File: src/rtl/nerv_gdb_pkg.sv
// Shared types and constants for the NERV GDB run-control block.
package nerv_gdb_pkg;

    typedef enum logic [1:0] {
        CMD_HALT  = 2'd0,
        CMD_CONT  = 2'd1,
        CMD_STEP  = 2'd2,
        CMD_RESET = 2'd3
    } cmd_t;

    typedef enum logic [1:0] {
        ST_RUN    = 2'd0,
        ST_HALTED = 2'd1,
        ST_STEP   = 2'd2,
        ST_RESET  = 2'd3
    } state_t;

    localparam logic [7:0] SIG_TRAP = 8'd5;
    localparam logic [7:0] SIG_INT  = 8'd2;

    // Index width for n entries; a single entry still needs one bit.
    function automatic int idx_width(input int n);
        return (n > 1) ? $clog2(n) : 1;
    endfunction

endpackage

File: src/rtl/nerv_gdb_bkpt.sv
// Hardware breakpoint bank: NBKPT word-address slots compared against the
// retiring next-PC, reporting a hit and the lowest matching slot index.
module nerv_gdb_bkpt
    import nerv_gdb_pkg::*;
#(
    parameter int XLEN  = 32,
    parameter int NBKPT = 4,
    localparam int IW   = idx_width(NBKPT)
) (
    input  logic            clk,
    input  logic            rst,
    input  logic            bp_we,
    input  logic [IW-1:0]   bp_idx,
    input  logic            bp_en,
    input  logic [XLEN-1:0] bp_addr,
    input  logic            ret_vld,
    input  logic [XLEN-1:0] ret_pc_nxt,
    output logic            hit,
    output logic [IW-1:0]   idx
);

    logic [NBKPT-1:0] en_r;
    logic [XLEN-1:2]  addr_r [NBKPT];
    logic [NBKPT-1:0] match_s;
    logic             unused_s;

    // Byte offset within the instruction word never takes part in the compare.
    assign unused_s = ^{bp_addr[1:0], ret_pc_nxt[1:0]};

    // Slot write port; a slot index beyond the bank matches no slot and is dropped.
    always_ff @(posedge clk or negedge rst) begin
        if (!rst) begin
            en_r <= '0;
            for (int i = 0; i < NBKPT; i++) begin
                addr_r[i] <= '0;
            end
        end else if (bp_we) begin
            for (int i = 0; i < NBKPT; i++) begin
                if (bp_idx == IW'(i)) begin
                    en_r[i]   <= bp_en;
                    addr_r[i] <= bp_addr[XLEN-1:2];
                end
            end
        end
    end

    // Per-slot word-address equality against the retiring next-PC.
    always_comb begin
        match_s = '0;
        for (int i = 0; i < NBKPT; i++) begin
            match_s[i] = ret_vld & en_r[i] & (addr_r[i] == ret_pc_nxt[XLEN-1:2]);
        end
    end

    // Lowest-index priority: scanning downward lets the smallest match land last.
    always_comb begin
        hit = |match_s;
        idx = '0;
        for (int i = NBKPT - 1; i >= 0; i--) begin
            idx = match_s[i] ? IW'(i) : idx;
        end
    end

endmodule

File: src/rtl/nerv_gdb_runctl.sv
// Debug run-control: turns GDB stub commands into core stall/reset, watches
// the breakpoint bank and returns a registered stop reply to the stub.
module nerv_gdb_runctl
    import nerv_gdb_pkg::*;
#(
    parameter int XLEN       = 32,
    parameter int NBKPT      = 4,
    parameter int RST_CYC    = 4,
    parameter bit RESET_HALT = 1'b1,
    localparam int IW        = idx_width(NBKPT)
) (
    input  logic            clk,
    input  logic            rst,
    input  logic            cmd_vld,
    output logic            cmd_rdy,
    input  logic [1:0]      cmd,
    output logic            stop_vld,
    input  logic            stop_rdy,
    output logic [7:0]      stop_sig,
    output logic            stop_bp,
    output logic [IW-1:0]   stop_idx,
    input  logic            bp_we,
    input  logic [IW-1:0]   bp_idx,
    input  logic            bp_en,
    input  logic [XLEN-1:0] bp_addr,
    input  logic            ret_vld,
    input  logic [XLEN-1:0] ret_pc_nxt,
    output logic            cpu_stall,
    output logic            cpu_rst
);

    localparam int     CW        = idx_width(RST_CYC);
    localparam state_t RST_STATE = RESET_HALT ? ST_HALTED : ST_RUN;

    state_t          state_r, state_nxt_s;
    logic [CW-1:0]   cnt_r, cnt_nxt_s;
    cmd_t            cmd_s;
    logic            cmd_rdy_s, cmd_acc_s, stall_s;
    logic            hit_s;
    logic [IW-1:0]   hit_idx_s;
    logic            stop_vld_r, stop_bp_r;
    logic [7:0]      stop_sig_r;
    logic [IW-1:0]   stop_idx_r;
    logic            rep_set_s, rep_bp_s;
    logic [7:0]      rep_sig_s;
    logic [IW-1:0]   rep_idx_s;

    nerv_gdb_bkpt #(
        .XLEN  (XLEN),
        .NBKPT (NBKPT)
    ) u_bkpt (
        .clk        (clk),
        .rst        (rst),
        .bp_we      (bp_we),
        .bp_idx     (bp_idx),
        .bp_en      (bp_en),
        .bp_addr    (bp_addr),
        .ret_vld    (ret_vld),
        .ret_pc_nxt (ret_pc_nxt),
        .hit        (hit_s),
        .idx        (hit_idx_s)
    );

    assign cmd_s     = cmd_t'(cmd);
    assign cmd_acc_s = cmd_vld & cmd_rdy_s;

    // Command acceptance: a halted core takes no new command while a reply is pending.
    always_comb begin
        cmd_rdy_s = 1'b0;
        case (state_r)
            ST_RUN:    cmd_rdy_s = 1'b1;
            ST_HALTED: cmd_rdy_s = ~stop_vld_r;
            default:   cmd_rdy_s = 1'b0;
        endcase
    end

    // Next-state, stall and reply-posting decisions.
    always_comb begin
        state_nxt_s = state_r;
        cnt_nxt_s   = cnt_r;
        stall_s     = 1'b1;
        rep_set_s   = 1'b0;
        rep_sig_s   = SIG_TRAP;
        rep_bp_s    = 1'b0;
        rep_idx_s   = '0;
        case (state_r)
            ST_RUN: begin
                // Stall in the hit cycle itself so the breakpointed instruction never issues.
                stall_s = hit_s;
                if (cmd_acc_s && (cmd_s == CMD_RESET)) begin
                    state_nxt_s = ST_RESET;
                    cnt_nxt_s   = CW'(RST_CYC - 1);
                end else if (hit_s) begin
                    state_nxt_s = ST_HALTED;
                    rep_set_s   = 1'b1;
                    rep_bp_s    = 1'b1;
                    rep_idx_s   = hit_idx_s;
                end else if (cmd_acc_s && (cmd_s == CMD_HALT)) begin
                    state_nxt_s = ST_HALTED;
                    rep_set_s   = 1'b1;
                    rep_sig_s   = SIG_INT;
                end else begin
                    state_nxt_s = ST_RUN;
                end
            end
            ST_HALTED: begin
                if (cmd_acc_s) begin
                    case (cmd_s)
                        CMD_CONT: state_nxt_s = ST_RUN;
                        CMD_STEP: state_nxt_s = ST_STEP;
                        CMD_RESET: begin
                            state_nxt_s = ST_RESET;
                            cnt_nxt_s   = CW'(RST_CYC - 1);
                        end
                        default: begin
                            rep_set_s = 1'b1;
                            rep_sig_s = SIG_INT;
                        end
                    endcase
                end else begin
                    state_nxt_s = ST_HALTED;
                end
            end
            ST_STEP: begin
                stall_s = ret_vld;
                if (ret_vld) begin
                    state_nxt_s = ST_HALTED;
                    rep_set_s   = 1'b1;
                    rep_bp_s    = hit_s;
                    rep_idx_s   = hit_idx_s;
                end else begin
                    state_nxt_s = ST_STEP;
                end
            end
            ST_RESET: begin
                if (cnt_r == '0) begin
                    state_nxt_s = ST_HALTED;
                    rep_set_s   = 1'b1;
                end else begin
                    cnt_nxt_s = cnt_r - CW'(1);
                end
            end
            default: state_nxt_s = ST_HALTED;
        endcase
    end

    // FSM state and reset-hold counter.
    always_ff @(posedge clk or negedge rst) begin
        if (!rst) begin
            state_r <= RST_STATE;
            cnt_r   <= '0;
        end else begin
            state_r <= state_nxt_s;
            cnt_r   <= cnt_nxt_s;
        end
    end

    // Stop reply register: posting wins, otherwise the handshake retires it.
    always_ff @(posedge clk or negedge rst) begin
        if (!rst) begin
            stop_vld_r <= RESET_HALT;
            stop_sig_r <= SIG_TRAP;
            stop_bp_r  <= 1'b0;
            stop_idx_r <= '0;
        end else if (rep_set_s) begin
            stop_vld_r <= 1'b1;
            stop_sig_r <= rep_sig_s;
            stop_bp_r  <= rep_bp_s;
            stop_idx_r <= rep_idx_s;
        end else if (stop_vld_r && stop_rdy) begin
            stop_vld_r <= 1'b0;
        end
    end

    assign cmd_rdy   = cmd_rdy_s;
    assign stop_vld  = stop_vld_r;
    assign stop_sig  = stop_sig_r;
    assign stop_bp   = stop_bp_r;
    assign stop_idx  = stop_idx_r;
    assign cpu_stall = stall_s;
    assign cpu_rst   = (state_r == ST_RESET);

endmodule

File: config.mk
export PLATFORM = sky130hd
export DESIGN_NAME = nerv_gdb_runctl
export DESIGN_NICKNAME = d
export VERILOG_FILES = /design/src/rtl/nerv_gdb_pkg.sv /design/src/rtl/nerv_gdb_bkpt.sv /design/src/rtl/nerv_gdb_runctl.sv
export SDC_FILE = /design/constraint.sdc
export NUM_CORES = 1
export LEC_CHECK = 0
export ABC_AREA = 1
export CAP_MARGIN = 20
export CELL_PAD_IN_SITES_DETAIL_PLACEMENT = 1
export CELL_PAD_IN_SITES_GLOBAL_PLACEMENT = 2
export CORE_MARGIN = 10
export CORE_UTILIZATION = 31
export CTS_CLUSTER_DIAMETER = 100
export DETAILED_ROUTE_END_ITERATION = 6
export PLACE_DENSITY_LB_ADDON = 0.08
export SYNTH_ARGS = -nofsm -noshare
export SYNTH_HDL_FRONTEND = slang
export SYNTH_SLANG_ARGS = --single-unit
File: constraint.sdc
create_clock -name clk -period 1.82 [get_ports clk]
set_input_delay 0.273 -clock clk [delete_from_list [all_inputs] [get_ports clk]]
set_output_delay 0.273 -clock clk [all_outputs]
set_load 0.01 [all_outputs]
# [Word-level counts from Yosys, hierarchy flattened]
# Cells that the tools add are included.
[totals] regBits=140 latch_bits=0 ramBits=0 romBits=0 wordCells=104 n_memories=0
[classes] add_sub_neg=1 multipliers=0 div=0 magnitude_cmp=0 n_eq_ne=19 shifts=0 n_mux=43 bitwise=10 reduce_logical=17
[op_table] op="30-bit == test" n=4
[op_table] op="2-bit two-way mux" n=15
[op_table] op="3-bit two-way mux" n=5
[op_table] op="1-bit two-way mux" n=14
[op_table] op="2-bit == test (second input constant)" n=6
[op_table] op="2-bit one-hot mux with 3 select lines" n=2
[op_table] op="2-bit AND reduction" n=5
[op_table] op="1-bit AND" n=9
[op_table] op="2-bit zero test" n=4
[op_table] op="2-bit inequality test (second input constant)" n=4
[op_table] op="2-bit one-hot mux with 4 select lines" n=1
[op_table] op="2-bit by 1-bit == test with 1-bit output (second input constant)" n=3
[op_table] op="1-bit one-hot mux with 2 select lines" n=3
[op_table] op="3-bit one-hot mux with 2 select lines" n=1
[op_table] op="5-bit by 3-bit inequality test with 1-bit output (second input constant)" n=1
[op_table] op="5-bit AND reduction" n=1
[op_table] op="1-bit one-hot mux with 4 select lines" n=1
[op_table] op="2-bit one-hot mux with 2 select lines" n=1
[op_table] op="4-bit OR reduction" n=1
[op_table] op="1-bit logical AND" n=3
[op_table] op="3-bit nonzero test" n=1
[op_table] op="3-bit OR reduction" n=1
[op_table] op="2-bit by 1-bit inequality test with 1-bit output (second input constant)" n=1
[op_table] op="2-bit nonzero test" n=1
[op_table] op="2 further kinds" n=2

# [Longest topological paths before layout]
[depth] ltp_word=9 ltp_mapped=15 mapped_depth_nobuf=14

# [Modules after synthesis]
# From an unflattened synthesis, not the netlist that was laid out.
[unflattened] cells_unflattened=1029 hier_area_um2=7308.3
[modules_own_cells] mod="nerv_gdb_bkpt" instances=1 cells_each=938 area_per_inst_um2=6596.3
[modules_own_cells] mod="nerv_gdb_runctl" instances=1 cells_each=91 area_per_inst_um2=711.9

# [Worst setup path after synthesis]
# OpenSTA, ideal clock, no wires.
[synth_timing] path_type="input -> output" from="input ret_vld" to="output cpu_stall" arrival_time_ps=1248 path_slack_ps=299 stages=11 path_buffers=1 path_cell_list="buf_2 > nand2_1 > a21oi_1 > nand3_1 > nor2_1 > nand2_1 > nor2_1 > nor2_2 > nand3_1 > o21ai_0 > inv_1"
[synth_between] elab_chain_len=4 elab_cells_between_ends=10 cone_classes="mux: 1; bitwise: 8; reduce/logical: 1"
[synth_rtl] item="start: declaration" line_no="nerv_gdb_runctl.sv:26" text="input logic ret_vld,"
[synth_rtl] item="1-bit AND (2 in series)" line_no="nerv_gdb_bkpt.sv:51" text="match_s[i] = ret_vld & en_r[i] & (addr_r[i] == ret_pc_nxt[XLEN-1:2]);"
[synth_rtl] item="4-bit OR reduction" line_no="nerv_gdb_bkpt.sv:57" text="hit = |match_s;"
[synth_rtl] item="1-bit one-hot mux with 2 select lines *" line_no="nerv_gdb_runctl.sv:86" text="case (state_r)"
[synth_rtl] item="end: declaration" line_no="nerv_gdb_runctl.sv:28" text="output logic cpu_stall,"
# Mark *: on every way between the ends. The rest lies on a longest branch, timed or not.

# [Final worst setup path]
[layout_timing] from="register u_bkpt.addr_r[29] in the netlist's numbering" to="output cpu_stall"
[layout_between] elab_chain_len=4
[layout_rtl] item="start: declaration" line_no="nerv_gdb_bkpt.sv:23" text="logic [XLEN-1:2] addr_r [NBKPT];"
[layout_rtl] item="start signal: indexed assignment" line_no="nerv_gdb_bkpt.sv:41" text="addr_r[i] <= bp_addr[XLEN-1:2];"
[layout_rtl] item="30-bit == test" line_no="nerv_gdb_bkpt.sv:51"
[layout_rtl] item="1-bit AND" line_no="nerv_gdb_bkpt.sv:51"
[layout_rtl] item="4-bit OR reduction" line_no="nerv_gdb_bkpt.sv:57"
[layout_rtl] item="1-bit one-hot mux with 2 select lines" line_no="nerv_gdb_runctl.sv:86"
# Every way passes these cells.

==> flow_metrics.py <==
metrics = {
    "pwr": {
        "cellLeakagePower_uw": 0.00652,
        "p_switching_uw": 4230,
        "peakVddDrop_uv": 643,
        "power.switching_fraction": 0.360,
        "p_clk_frac": 0.313,
        "seq_power_share": 0.337,
        "cellInternalPower_uw": 7510,
        "combinationalPowerShare": 0.350,
        "power.density_cell_area_mw_per_mm2": 947,
    },
    "cts": {
        "worstSkewPairLatency_ns": 0.44,
        "path_clk_slew_ns": 0.07,
        "cts_max_level": 4,
        "tritoncts": "yes",
        "clock_tree.root_cell": "clkbuf_16",
        "cts-buffers-inserted": 17,
        "cts_sinks": 134,
        "clock_path_buffers": 2,
    },
    "route": {
        "drtIter0Drc": 514,
        "post_drt_wl_per_cell_um": 18.7,
        "detailroute.via_count": 8838,
        "vias_per_cell": 4.66,
        "drt_pass1_iterations": 4,
        "route.detailed.drc": 0,
        "antenna_violating_nets_remaining": 0,
        "finalWirelength_mm": 35.5,
    },
    "die": {
        "die_x_um": 180,
        "pin_count": 90,
        "fp-row-count": 58,
        "floorplan.initialDensity": 0.314,
        "core_region_area_mm2": 0.0251,
        "die-height_um": 180,
        "die_area_mm2": 0.0322,
    },
    "synthesis": {
        "yosys-top-cells-area": "dfrtp_1 42%, nand2_1 23%, o21ai_0 8.5%",
        "synth.largest_area_cell": "dfrtp_1",
        "synth_flop_cell": "dfrtp_1",
        "synthDistinctLibCells": 31,
        "warnings_synthesis": 0,
        "async_flop_share": 1.00,
        "syn_inst": 1205,
        "post_synth.cell_area_avg_um2": 6.54,
        "synth-edff-count": 0,
        "synth.most_common_cell": "nand2_1",
        "ys_seq_elements": 134,
        "post_synth_most_frequent_cells": "493 x nand2_1, 176 x inv_1, 134 x o21ai_0, 131 x dfrtp_1, 109 x nor2_1",
        "yosys.area.top_type_share": 0.416,
        "seq_total_area_yosys": 0.426,
        "synth_area_mm2": 0.00789,
    },
    "sta": {
        "post-route-min-period_ns": 2.28,
        "clock_skew_ns": 0.0111,
        "setup_repair_after_global_routing_missed_its_margin": "true",
        "layout_setup_ws_ns": -0.456,
        "clock.fmax_mhz": 439,
        "final-max-slew-violation-count": 0,
        "period_share": 1.25,
        "holdWs_ns": 0.221,
        "fin_setup_tns_ns": -0.476,
        "setup_violations": 2,
        "final_hold_viol_count": 0,
    },
    "status": {
        "violated_checks": "setup timing",
        "status": "finished, violations left",
    },
    "placed_design": {
        "place.port_buffers": 80,
        "dp_cells": 1829,
        "replace_congestion": 0.946,
        "detailed_place_hpwl_mm": 27.7,
    },
    "cells_and_area": {
        "finalNetCount": 1631,
        "antenna-diode-count": 0,
        "fraction_of_final_layout_cells_with_drive_strength_greater_than_1": 0.307,
        "layoutNonFillerInstCount": 1898,
        "layout.core_utilization": 0.493,
        "area_growth_pct": 57.1,
    },
    "critical_path": {
        "worst_r2r_path_depth": 13,
        "rr_endpoint": "stop_bp$_DFFE_PN0P_",
        "worstPathCellList": "nand2_1 -> o21ai_1 -> nor2_1 -> nand2_1 -> nor2_4 -> nand2_1 -> nor2_2 -> nor2_2 -> nand3_2 -> o21ai_1 -> inv_1 -> buf_6",
        "critPathCaptureType": "output pin",
        "required_ns": 1.55,
        "cp_num_buf_inv": 2,
        "cp-start-kind": "register",
        "cpMostUsedCell": "nand2_1",
        "cp_slowest_cell": "dfrtp_1",
        "cp_data_arrival_time_ns": 2.00,
        "timing.reg2reg.setup_slack_ns": -0.02,
        "timing.rr.start": "u_bkpt.addr_r[29]$_DFFE_PN0P_",
        "timing.critical_path.slowest_cell_delay_ns": 0.42,
        "crit_path_max_fanout": 3,
        "cpLargestDelayFamily": "simple AND/OR/NAND/NOR gates",
        "critical_path_class": "reg2out",
    },
    "grt": {
        "gr-usage-all-layers": 0.216,
        "initial_antenna_violation_count": 0,
        "grt-ovfl-total": 0,
        "via_count_of_the_first_global_routing_pass": 9316,
        "grt_start_max_net_pins": 63,
        "global_route_wire_length_before_repair_mm": 54.9,
    },
    "worst_hold_path": {
        "hold_path_class": "in2async",
    },
    "job": {
        "drv.max_cap_violation_count": 0,
    },
}
worst max path at each step:
stage	start	cells past startpoint	to
finish	u_bkpt.addr_r[29]$_DFFE_PN0P_	12	cpu_stall
CTS	u_bkpt.addr_r[26]$_DFFE_PN0P_	10	cpu_stall
global route	u_bkpt.addr_r[46]$_DFFE_PN0P_	13	cpu_stall
global placement	ret_pc_nxt[18]	14	cpu_stall
detailed placement	ret_pc_nxt[28]	11	cpu_stall
floorplan	ret_vld	11	cpu_stall
power groups by stage:
stage | sequential [uW] | clock, uW | combinational [uW]
after global routing | 4030 | 3860 | 4530
after CTS | 3940 | 3730 | 3820
after detailed placement | 3970 | 0 | 3600
after global placement | 3950 | 0 | 3530
after floorplan | 3860 | 0 | 1570
final | 3960 | 3670 | 4100
layout make-up:
type	instances	area, um^2
fillers	3260	12700
clock buffers	18	439
flip-flops and latches	134	3360
inverters	181	679
repair buffers	359	3030
well taps	330	413
multi-input cells	862	4300
clock inverters	14	164
worst register-to-register path: cells and delay by family, from the launching register on:
kind                   cells  cell delay (ns)
buffers and inverters      1             0.15
AND/OR/NAND/NOR           11             1.10
AO/OA/AOI/OAI              1             0.08
flip-flops                 1             0.42
kinds of logic after synthesis:
logic type / Yosys count / synth area share
AOI/OAI and AO/OA: 150 / 0.0969
buffers and inverters: 213 / 0.105
other: 1 / 0.000476
adders and majority gates: 1 / 0.00159
DFF: 134 / 0.426
and+or+nand+nor: 689 / 0.352
xor gates and xnor gates: 17 / 0.0189
state kept, by name (all words and copies together) (netlist names):
name and count:
cnt_r 2, stop_idx 2, stop_sig 2, state_r 2, stop_bp 1, u_bkpt.en_r 4
stop_vld 1, u_bkpt.addr_r 120
routing by layer:
metal / GRT usage / wire length, um / up-vias
li1: - / - / 4406
met1: 0.283 / 16400 / 4264
met2: 0.364 / 17400 / 132
met3: 0.0386 / 1130 / 36
met4: 0.0463 / 608 / 0
met5: 0 / 0 / -
placed cells by master (no fill, tap or decap), types with 3 or more instances in the layout:
master           synthesis  layout
a21oi_1                  5       3
buf_12                   0      10
buf_4                    6     264
buf_6                    0       6
clkbuf_16                0      17
clkdlybuf4s50_1          0      52
clkinv_4                 0       3
clkinvlp_4               0       3
conb_1                   1       5
dfrtp_1                131     130
dfstp_2                  3       3
dlygate4sd2_1            0      19
dlymetal6s2s_1           0       6
inv_1                  176     163
inv_2                    5      18
inv_6                    0       5
nand2_1                493     428
nand2_2                  1      66
nand3_1                 23      12
nand3_2                  1      10
nand3b_1                 3       3
nand4_1                 32      32
nor2_1                 109      67
nor2_2                   2      30
nor2_4                   0      14
nor3_1                  13      10
nor4_1                   7       6
o21ai_0                134     128
o21ai_1                  7       9
o21ai_2                  0       4
xnor2_2                  0       4
xor2_1                  11       6
xor2_2                   0       3
repair_timing:
| item | 4_1_cts | 5_1_grt |
|---|---|---|
| endpoints found under the hold margin | 131 | 0 |
| cloned | 0 | 0 |
| setup buffers | 13 | 25 |
| resized for setup | 117 | 97 |
| setup endpoints to repair | 10 | 9 |
| hold buffers | 1 | 0 |
| pin swaps | 39 | 37 |
per-stage QoR:
step,setup slack [ns],total power [uW],cell area [um^2]
after global routing,-0.558,12400,12400
after floorplan,0.299,5440,7900
after detailed placement,-1.17,7560,10900
after global placement,-1.21,7480,10900
final,-0.456,11700,12400
after CTS,-0.477,11500,11900
(Power assumes the default switching activity.)
